[config.mk]
export PLATFORM = sky130hd
export DESIGN_NAME = rac_handshake_hub_flat
export DESIGN_NICKNAME = d
export VERILOG_FILES = /design/src/rtl/rac_handshake_hub_pkg.sv /design/src/rtl/rac_handshake_hub_if.sv /design/src/rtl/rac_handshake_hub_rr_arbiter.sv /design/src/rtl/rac_handshake_hub.sv /design/src/flat_wrapper.sv
export SDC_FILE = /design/constraint.sdc
export NUM_CORES = 1
export LEC_CHECK = 0
export BUFFER_PORTS_ARGS = -buffer_cell sky130_fd_sc_hd__clkbuf_2
export CAP_MARGIN = 5
export CORE_MARGIN = 2
export CORE_UTILIZATION = 49
export CTS_BUF_LIST = sky130_fd_sc_hd__clkbuf_4
export CTS_CLUSTER_DIAMETER = 60
export DETAILED_ROUTE_END_ITERATION = 16
export PLACE_DENSITY_LB_ADDON = 0.2
export SLEW_MARGIN = 20
export SYNTH_ARGS = -nofsm -noshare
export SYNTH_HDL_FRONTEND = slang
export SYNTH_SLANG_ARGS = --single-unit
[constraint.sdc]
create_clock -name clk -period 3.1 [get_ports clk]
set_input_delay 0.155 -clock clk [delete_from_list [all_inputs] [get_ports clk]]
set_output_delay 0.155 -clock clk [all_outputs]
set_load 0.05 [all_outputs]
[src/rtl/rac_handshake_hub_pkg.sv]
// Shared types and the rotating-priority pick used by the handshake hub.
package rac_pkg;

  typedef enum logic [1:0] {IDLE, ACK, XFER, RELEASE} state_e;

  localparam int RR_MAX   = 16;
  localparam int RR_IDX_W = 4;

  typedef struct packed {
    logic                found;
    logic [RR_IDX_W-1:0] idx;
  } rr_pick_t;

  // First set bit of req at or after ptr, wrapping at nch; nch <= RR_MAX.
  function automatic rr_pick_t rr_pick(input logic [RR_MAX-1:0]   req,
                                       input logic [RR_IDX_W-1:0] ptr,
                                       input logic [RR_IDX_W:0]   nch);
    rr_pick_t            res;
    logic [RR_IDX_W:0]   c;
    res = '0;
    for (int i = 0; i < RR_MAX; i++) begin
      c = {1'b0, ptr} + (RR_IDX_W+1)'(i);
      if (c >= nch) c = c - nch;
      if (!res.found && ((RR_IDX_W+1)'(i) < nch) && req[c[RR_IDX_W-1:0]]) begin
        res.found = 1'b1;
        res.idx   = c[RR_IDX_W-1:0];
      end
    end
    return res;
  endfunction

endpackage

[src/rtl/rac_handshake_hub_if.sv]
// Requester/sink bundle of the handshake hub; the hub uses the slave side.
interface rac_handshake_hub_if #(
  parameter int NCH    = 4,
  parameter int DATA_W = 8,
  parameter int CNT_W  = 16
);
  localparam int CH_W = $clog2(NCH);

  logic [NCH-1:0]        req_i;
  logic [NCH-1:0]        commit_i;
  logic [NCH*DATA_W-1:0] data_i;
  logic [NCH-1:0]        ack_o;
  logic                  out_valid;
  logic                  out_ready;
  logic [DATA_W-1:0]     out_data;
  logic [CH_W-1:0]       out_ch;
  logic                  tick_o;
  logic                  err_o;
  logic [CH_W-1:0]       err_ch;
  logic [CNT_W-1:0]      txn_cnt;

  modport master (
    output req_i, commit_i, data_i, out_ready,
    input  ack_o, out_valid, out_data, out_ch, tick_o, err_o, err_ch, txn_cnt
  );

  modport slave (
    input  req_i, commit_i, data_i, out_ready,
    output ack_o, out_valid, out_data, out_ch, tick_o, err_o, err_ch, txn_cnt
  );

endinterface

[src/rtl/rac_handshake_hub_rr_arbiter.sv]
// Combinational rotating-priority pick; the pointer register is owned by the hub.
module rac_rr_arbiter
  import rac_pkg::*;
#(
  parameter int NCH  = 4,
  parameter int CH_W = 2
) (
  input  logic [NCH-1:0]  i_req,
  input  logic [CH_W-1:0] i_ptr,
  output logic            o_found,
  output logic [CH_W-1:0] o_idx
);

  rr_pick_t w_pick;

  always_comb begin
    w_pick = rr_pick(RR_MAX'(i_req), RR_IDX_W'(i_ptr), (RR_IDX_W+1)'(NCH));
  end

  assign o_found = w_pick.found;
  assign o_idx   = CH_W'(w_pick.idx);

endmodule

[src/rtl/rac_handshake_hub.sv]
// N-channel req/ack/commit responder: round-robin grant, capture on commit,
// valid/ready forward, tick-based timeout and saturating transaction count.
module rac_handshake_hub
  import rac_pkg::*;
#(
  parameter int NCH      = 4,
  parameter int DATA_W   = 8,
  parameter int DIV_LOG2 = 3,
  parameter int TIMEOUT  = 15,
  parameter int CNT_W    = 16
) (
  input  logic               clk,
  input  logic               rst,
  rac_handshake_hub_if.slave bus
);

  localparam int CH_W = $clog2(NCH);

  state_e             r_state, w_state_next;
  logic [CH_W-1:0]    r_grant, w_grant_next;
  logic [CH_W-1:0]    r_rr_ptr, w_rr_ptr_next;
  logic [7:0]         r_timer, w_timer_next;
  logic [DATA_W-1:0]  r_out_data, w_out_data_next;
  logic [CH_W-1:0]    r_out_ch, w_out_ch_next;
  logic               r_err, w_err_next;
  logic [CH_W-1:0]    r_err_ch, w_err_ch_next;
  logic [CNT_W-1:0]   r_cnt, w_cnt_next;
  logic               w_tick;
  logic               w_found;
  logic [CH_W-1:0]    w_pick;
  logic [DATA_W-1:0]  w_lane [NCH];

  generate
    if (DIV_LOG2 == 0) begin : g_tick_every
      assign w_tick = ~rst;
    end else begin : g_tick_div
      logic [DIV_LOG2-1:0] r_div;
      always_ff @(posedge clk or posedge rst) begin
        if (rst) r_div <= '0;
        else     r_div <= r_div + 1'b1;
      end
      assign w_tick = &r_div;
    end
  endgenerate

  genvar gi;
  generate
    for (gi = 0; gi < NCH; gi++) begin : g_lane
      assign w_lane[gi] = bus.data_i[gi*DATA_W +: DATA_W];
    end
  endgenerate

  rac_rr_arbiter #(.NCH(NCH), .CH_W(CH_W)) u_arb (
    .i_req   (bus.req_i),
    .i_ptr   (r_rr_ptr),
    .o_found (w_found),
    .o_idx   (w_pick)
  );

  always_ff @(posedge clk or posedge rst) begin
    if (rst) begin
      r_state    <= IDLE;
      r_grant    <= '0;
      r_rr_ptr   <= '0;
      r_timer    <= '0;
      r_out_data <= '0;
      r_out_ch   <= '0;
      r_err      <= 1'b0;
      r_err_ch   <= '0;
      r_cnt      <= '0;
    end else begin
      r_state    <= w_state_next;
      r_grant    <= w_grant_next;
      r_rr_ptr   <= w_rr_ptr_next;
      r_timer    <= w_timer_next;
      r_out_data <= w_out_data_next;
      r_out_ch   <= w_out_ch_next;
      r_err      <= w_err_next;
      r_err_ch   <= w_err_ch_next;
      r_cnt      <= w_cnt_next;
    end
  end

  always_comb begin
    w_state_next    = r_state;
    w_grant_next    = r_grant;
    w_rr_ptr_next   = r_rr_ptr;
    w_timer_next    = r_timer;
    w_out_data_next = r_out_data;
    w_out_ch_next   = r_out_ch;
    w_err_next      = 1'b0;
    w_err_ch_next   = r_err_ch;
    w_cnt_next      = r_cnt;
    case (r_state)
      IDLE: begin
        if (w_tick && w_found) begin
          w_state_next = ACK;
          w_grant_next = w_pick;
          w_timer_next = '0;
        end
      end
      ACK: begin
        // Commit outranks both a dropped request and timer expiry.
        if (bus.commit_i[r_grant]) begin
          w_out_data_next = w_lane[r_grant];
          w_out_ch_next   = r_grant;
          w_state_next    = XFER;
        end else if (!bus.req_i[r_grant]) begin
          w_state_next = IDLE;
        end else if (w_tick) begin
          if (r_timer + 8'd1 == 8'(TIMEOUT)) begin
            w_err_next    = 1'b1;
            w_err_ch_next = r_grant;
            w_state_next  = RELEASE;
          end else begin
            w_timer_next = r_timer + 8'd1;
          end
        end
      end
      XFER: begin
        if (bus.out_ready) begin
          if (r_cnt != '1) w_cnt_next = r_cnt + 1'b1;
          w_state_next = RELEASE;
        end
      end
      RELEASE: begin
        if (!bus.req_i[r_grant] && !bus.commit_i[r_grant]) begin
          w_rr_ptr_next = (r_grant == CH_W'(NCH - 1)) ? '0 : r_grant + 1'b1;
          w_state_next  = IDLE;
        end
      end
      default: w_state_next = IDLE;
    endcase
  end

  // Decoded from the registered state so ack falls with rst asynchronously.
  assign bus.ack_o     = (r_state == ACK || r_state == XFER) ? (NCH'(1) << r_grant) : '0;
  assign bus.out_valid = (r_state == XFER);
  assign bus.out_data  = r_out_data;
  assign bus.out_ch    = r_out_ch;
  assign bus.tick_o    = w_tick;
  assign bus.err_o     = r_err;
  assign bus.err_ch    = r_err_ch;
  assign bus.txn_cnt   = r_cnt;

endmodule

[src/flat_wrapper.sv]
// flat-port wrapper written by rule: the top's interface ports become plain ports
module rac_handshake_hub_flat import rac_pkg::*;
#(
  parameter int NCH      = 4,
  parameter int DATA_W   = 8,
  parameter int DIV_LOG2 = 3,
  parameter int TIMEOUT  = 15,
  parameter int CNT_W    = 16
)
  (clk, rst, bus_req_i, bus_commit_i, bus_data_i, bus_out_ready, bus_ack_o, bus_out_valid, bus_out_data, bus_out_ch, bus_tick_o, bus_err_o, bus_err_ch, bus_txn_cnt);
  rac_handshake_hub_if #(.NCH(NCH), .DATA_W(DATA_W), .CNT_W(CNT_W)) bus_i ();
  input  logic clk;
  input  logic rst;
  input wire logic [$bits(bus_i.req_i)-1:0] bus_req_i;
  input wire logic [$bits(bus_i.commit_i)-1:0] bus_commit_i;
  input wire logic [$bits(bus_i.data_i)-1:0] bus_data_i;
  input wire logic [$bits(bus_i.out_ready)-1:0] bus_out_ready;
  output wire logic [$bits(bus_i.ack_o)-1:0] bus_ack_o;
  output wire logic [$bits(bus_i.out_valid)-1:0] bus_out_valid;
  output wire logic [$bits(bus_i.out_data)-1:0] bus_out_data;
  output wire logic [$bits(bus_i.out_ch)-1:0] bus_out_ch;
  output wire logic [$bits(bus_i.tick_o)-1:0] bus_tick_o;
  output wire logic [$bits(bus_i.err_o)-1:0] bus_err_o;
  output wire logic [$bits(bus_i.err_ch)-1:0] bus_err_ch;
  output wire logic [$bits(bus_i.txn_cnt)-1:0] bus_txn_cnt;
  assign bus_i.req_i = bus_req_i;
  assign bus_i.commit_i = bus_commit_i;
  assign bus_i.data_i = bus_data_i;
  assign bus_i.out_ready = bus_out_ready;
  assign bus_ack_o = bus_i.ack_o;
  assign bus_out_valid = bus_i.out_valid;
  assign bus_out_data = bus_i.out_data;
  assign bus_out_ch = bus_i.out_ch;
  assign bus_tick_o = bus_i.tick_o;
  assign bus_err_o = bus_i.err_o;
  assign bus_err_ch = bus_i.err_ch;
  assign bus_txn_cnt = bus_i.txn_cnt;
  rac_handshake_hub #(.NCH(NCH), .DATA_W(DATA_W), .DIV_LOG2(DIV_LOG2), .TIMEOUT(TIMEOUT), .CNT_W(CNT_W)) u_core (.clk(clk), .rst(rst), .bus(bus_i));
endmodule
# == Word level (Yosys, flattened, before mapping) ==
# Index checks and enable logic that the tools add are counted.
# word_totals
output_inout_bits,35
inputBits,43
register_bits,46
wordCells,114
# classes
n_bitwise,2
shift,1
n_eq_ne,15
n_reduce_logical,21
n_addsub,11
mux,44
n_lt_le_gt_ge,10
# ops
cell,count
$mux W8,7
$lt A4 B5 Y1 const B,4
$mux W4,5
$mux W5,4
$add A16 B1 Y16 const B,1
$bmux W1 S4,4
$bmux W8 S2,1
$mux W2,8
$ne A16 B16 Y1 const B,1
$pmux W8 S2,1
$ge A3 B3 Y1 const B,4
$sub A3 B3 Y4 const B,3
$mux W1,11
$add A8 B1 Y8 const B,1
$eq A8 B4 Y1 const B,1
$ne A2 B1 Y1 const B,4
$pmux W2 S4,1
$reduce_and A7 Y1,1
$add A2 B2 Y3 const B,2
$eq A2 B2 Y1 const B,3
$ne A2 B2 Y1 const B,3
$reduce_and A2 Y1,3
$reduce_and A3 Y1,2
$reduce_and A6 Y1,1
other kinds (19),28

# == Logic depth before layout (Yosys ltp) ==
# logic_depth
word_depth,17
ltp_mapped,11
depth_no_buf,8

# == Cells and area by module ==
# Synthesis repeated with hierarchy kept, for this count alone.
# hier_totals
cells_unflattened,263
area_unflattened_um2,2872.8
# modules_own_cells
module,area_each_um2,seq_area_each_um2,instances,cells_each
rac_handshake_hub,2556.2,1151.1,1,225
rac_rr_arbiter,316.6,0.0,1,38

# == Worst setup path before layout ==
# OpenSTA, ideal clock, no wires.
# synth_path
kind,flip-flop to flip-flop
start,register u_core.r_rr_ptr[0]
end,register u_core.r_timer[2]
t_required_ns,2.976
path_stages_with_launch,11
path_slack_ns,0.171
arrival_time_ns,2.805
path_buffers,2
period_less_slack_ns,2.929
setup_ns,0.124
cell_sequence,dfrtp_1 clkbuf_1 inv_1 ha_1 mux4_2 o2bb2ai_2 or3_1 buf_6 and4b_1 and3_1 a211o_1
# synth_between
elab_chain_len,17
word_cells_on_any_way,36
classes_between,add/sub: 7; order compare: 4; eq/ne: 1; mux: 16; reduce/logical: 8
# synth_rtl
element,line,source
from (decl),rac_handshake_hub.sv:21,"logic [CH_W-1:0] r_rr_ptr, w_rr_ptr_next;"
from (signal assigned),rac_handshake_hub.sv:74,r_rr_ptr <= w_rr_ptr_next;
branches (longest 13 deep; another with $sub A3 B3 Y4),-,
$mux W5 (*),rac_handshake_hub_pkg.sv:24,if (!res.found && ((RR_IDX_W+1)'(i) < nch) && req[c[RR_IDX_W-1:0]]) begin
$logic_and A1 B1 Y1 (*),rac_handshake_hub.sv:96,if (w_tick && w_found) begin
$ne A2 B1 Y1 (no source line) (*),-,
$reduce_and A6 Y1 (no source line) (*),-,
to (signal assigned),rac_handshake_hub.sv:75,r_timer <= w_timer_next;
to (decl),rac_handshake_hub.sv:22,"logic [7:0] r_timer, w_timer_next;"
# Mark *: on every way between the ends. The select of a mux whose other input is x is not followed.
# A chain may end at the register's enable or synchronous reset.

# == Final worst setup path ==
# layout_path
start,register u_core.r_rr_ptr[1]
end,register u_core.r_timer[2]
# The elaborated chain is that of the path after synthesis.

==> flow_metrics.tcl <==
set metrics [dict create \
    clock_insertion_delay_worst_skew_ps 350 \
    switching_share 0.4832 \
    p_total_mw 2.852 \
    grt.total_usage 0.1990 \
    via_per_inst 5.634 \
    fin_nets 407 \
    combPwrFrac 0.574 \
    internal-power_mw 1.474 \
    avgSynthCellArea_sq_um 10.67 \
    synth_xor_xnor_area_share 0.05553 \
    cp_data_required_time_ps 3350 \
    powerDensity_nw_per_um2 852.2 \
    grt.overflow.total 0 \
    max_cap_violations 0 \
    grt_max_degree 47 \
    drt-initial-drc-count 76 \
    hpwlAfterDp_um 4520 \
    synth_edf_count 0 \
    drive_gt1_frac 0.3410 \
    synth_cell_types 47 \
    clk_pin_slew_ps 140 \
    synth_area_leaders "dfrtp_1, mux4_2, ha_1" \
    tightest_slew_ps 799.3 \
    cts_sinks 46 \
    start_util 0.5124 \
    gp_congestion 0.8836 \
    hp-class "input pin to flip-flop" \
    slew_headroom 0.4665 \
    p_seq_frac 0.329 \
    first_global_vias 2251 \
    syn_to_final_growth_pct 17.89 \
    antenna_left 0 \
    synth_top_area_share 0.4055 \
    whs_ps 250.6 \
    p_switching_mw 1.378 \
    port-buffer-count 77 \
    wl_per_cell_um 14.33 \
    final_util 0.6041 \
    synthAdderAreaFrac 0.07933 \
    grt_first_pass_wirelength_um 10120 \
    first_pass_iters 4 \
    syn_inst 266 \
    place_ws_ps 312.9 \
    dp_cells 410 \
    crit_path_start_kind "flip-flop" \
    status "finished clean" \
    yosys_most_used_dff "dfrtp_1" \
    finalCriticalPeriod_ps 2797 \
    ios 78 \
    antennaDiodeCount 0 \
    synth-simple-area-share 0.1626 \
    rows 27 \
    final_cells 418 \
    hold_viol_final 0 \
    cts_tree "done" \
    finClkSkew_ps 14.17 \
    cts_buffer_depth 2 \
    core_sq_um 5540 \
    clkPwrFrac 0.098 \
    path_class "flip-flop to flip-flop" \
    drc_errors 0 \
    dpl_cell_area_sq_um 3283 \
    die_h_um 80.12 \
    cts_root_buffer "clkbuf_4" \
    synth_mux_area_frac 0.1538 \
    fin_crit_sh 0.9022 \
    tns_ps 0 \
    cts_buffers 5 \
    final_common_cell "clkbuf_2" \
    ir_drop_v 0.0005922 \
    dieWidth_um 80.12 \
    post_cts_buffers 0 \
    fmax_ghz 0.3576 \
    stdcell_area_sq_um 3347 \
    cp-end-kind "flip-flop" \
    yosysSeqAreaShare 0.4055 \
    yosys.area.top_type "dfrtp_1" \
    synth_compound_area_frac 0.1058 \
    antenna_found_initial 0 \
    power.leakage_nw 1.613 \
    yosys_warnings 0 \
    vias 2355 \
    worstPathArrival_ps 3050 \
    final_cell_mix "clkbuf_2, dfrtp_1, nand2_1" \
    synth_area_sq_um 2839 \
    synth_top_family_by_area "simple AND/OR/NAND/NOR gates" \
    syn-num-nets 327 \
    drv_slew 0 \
    rsz0062_at_grt "no" \
    synthArstFlopShare 1.000 \
    setup_slack_ps 303.3 \
    worstPathMaxFanout 7 \
    die_area_sq_um 6418 \
    h-tree-depth 2 \
    drt-total-wl_um 5988 \
    setup_viol 0 \
    ys_seq_elements 46 \
]
[repair_timing]
action | 4_1_cts | 5_1_grt
hold endpoints to repair | 0 | 46
gates resized for setup | 0 | 0
hold buffers | 0 | 1
[critical path, cell delays in order, from the launching register on]
cell	delay (ps)
dfrtp_1	490
inv_1	130
ha_1	420
mux4_2	550
o2bb2ai_2	150
or3_1	350
and4b_1	190
and3_1	180
a211o_1	250
[area by class of cell]
cell class | count | area (sq um)
clock buffer | 6 | 45.04
clock inverter | 1 | 7.507
fill | 510 | 2193
inverter | 14 | 53.80
multi-input combinational | 198 | 1582
sequential | 46 | 1151
tap | 72 | 90.09
timing repair buffer | 81 | 417.9
[per-layer routing]
layer  up-vias  wire, um  track usage
met1      1145      2700       0.2588
met5         -         0            0
met4         0        94      0.05424
met2        77      2793       0.3325
li1       1123         -            -
met3        10       400      0.04831
[power by group through the flow]
stage | Clock, mW | Combinational, mW | Sequential, mW
after floorplan | 0 | 1.03 | 1.21
after global placement | 0 | 1.61 | 0.940
after detailed placement | 0 | 1.64 | 0.945
after CTS | 0.290 | 1.64 | 0.936
after global routing | 0.306 | 1.78 | 0.966
final | 0.279 | 1.64 | 0.937
[registers in the layout, summed over array words and instances (netlist names), named ones only]
register,flops
u_core.bus.txn_cnt,16
u_core.bus.err_o,1
u_core.r_timer,8
u_core.r_state,1
u_core.g_tick_div.r_div,3
u_core.bus.out_ch,2
u_core.bus.out_data,8
u_core.r_grant,2
u_core.bus.err_ch,2
u_core.r_rr_ptr,2
[cell families after synthesis]
family                   Yosys count
AND/OR/NAND/NOR                   91
multiplexers                      28
flip-flops                        46
AO/OA/AOI/OAI                     43
buffers and inverters             22
XOR/XNOR                          18
adder cells (fa/ha/maj)           18
[final timing paths]
| kind | startpoint | end | slack [ps] | depth (start not counted) |
|---|---|---|---|---|
| setup / recovery | u_core.r_rr_ptr[1] | u_core.r_timer[2] | 300 | 8 |
| hold / removal | bus_out_ready | u_core.bus.txn_cnt[4] | 250 | 4 |
| setup reg to reg | u_core.r_rr_ptr[1] | u_core.r_timer[2] | 300 | 8 |
| hold reg to reg | u_core.g_tick_div.r_div[0] | u_core.g_tick_div.r_div[0] | 440 | 1 |
| max in group asynchronous | rst | u_core.bus.txn_cnt[0] | 2170 | 3 |
| min in group asynchronous | rst | u_core.r_timer[3] | 440 | 3 |
[cells in the mapped netlist (3+ instances only)]
cell type / count
mux4_2: 11
nor3_1: 5
nand2b_1: 3
dfrtp_1: 46
xor2_1: 6
o211ai_1: 5
and2_1: 5
ha_1: 18
buf_6: 3
and3_1: 6
nand4_1: 8
clkbuf_1: 4
a21oi_1: 6
mux2_2: 15
o31ai_1: 6
nand3_1: 10
nor2_1: 14
o21ai_0: 12
xnor2_1: 12
nand2_1: 26
or3_1: 4
inv_1: 14
(Power assumes the default switching activity.)
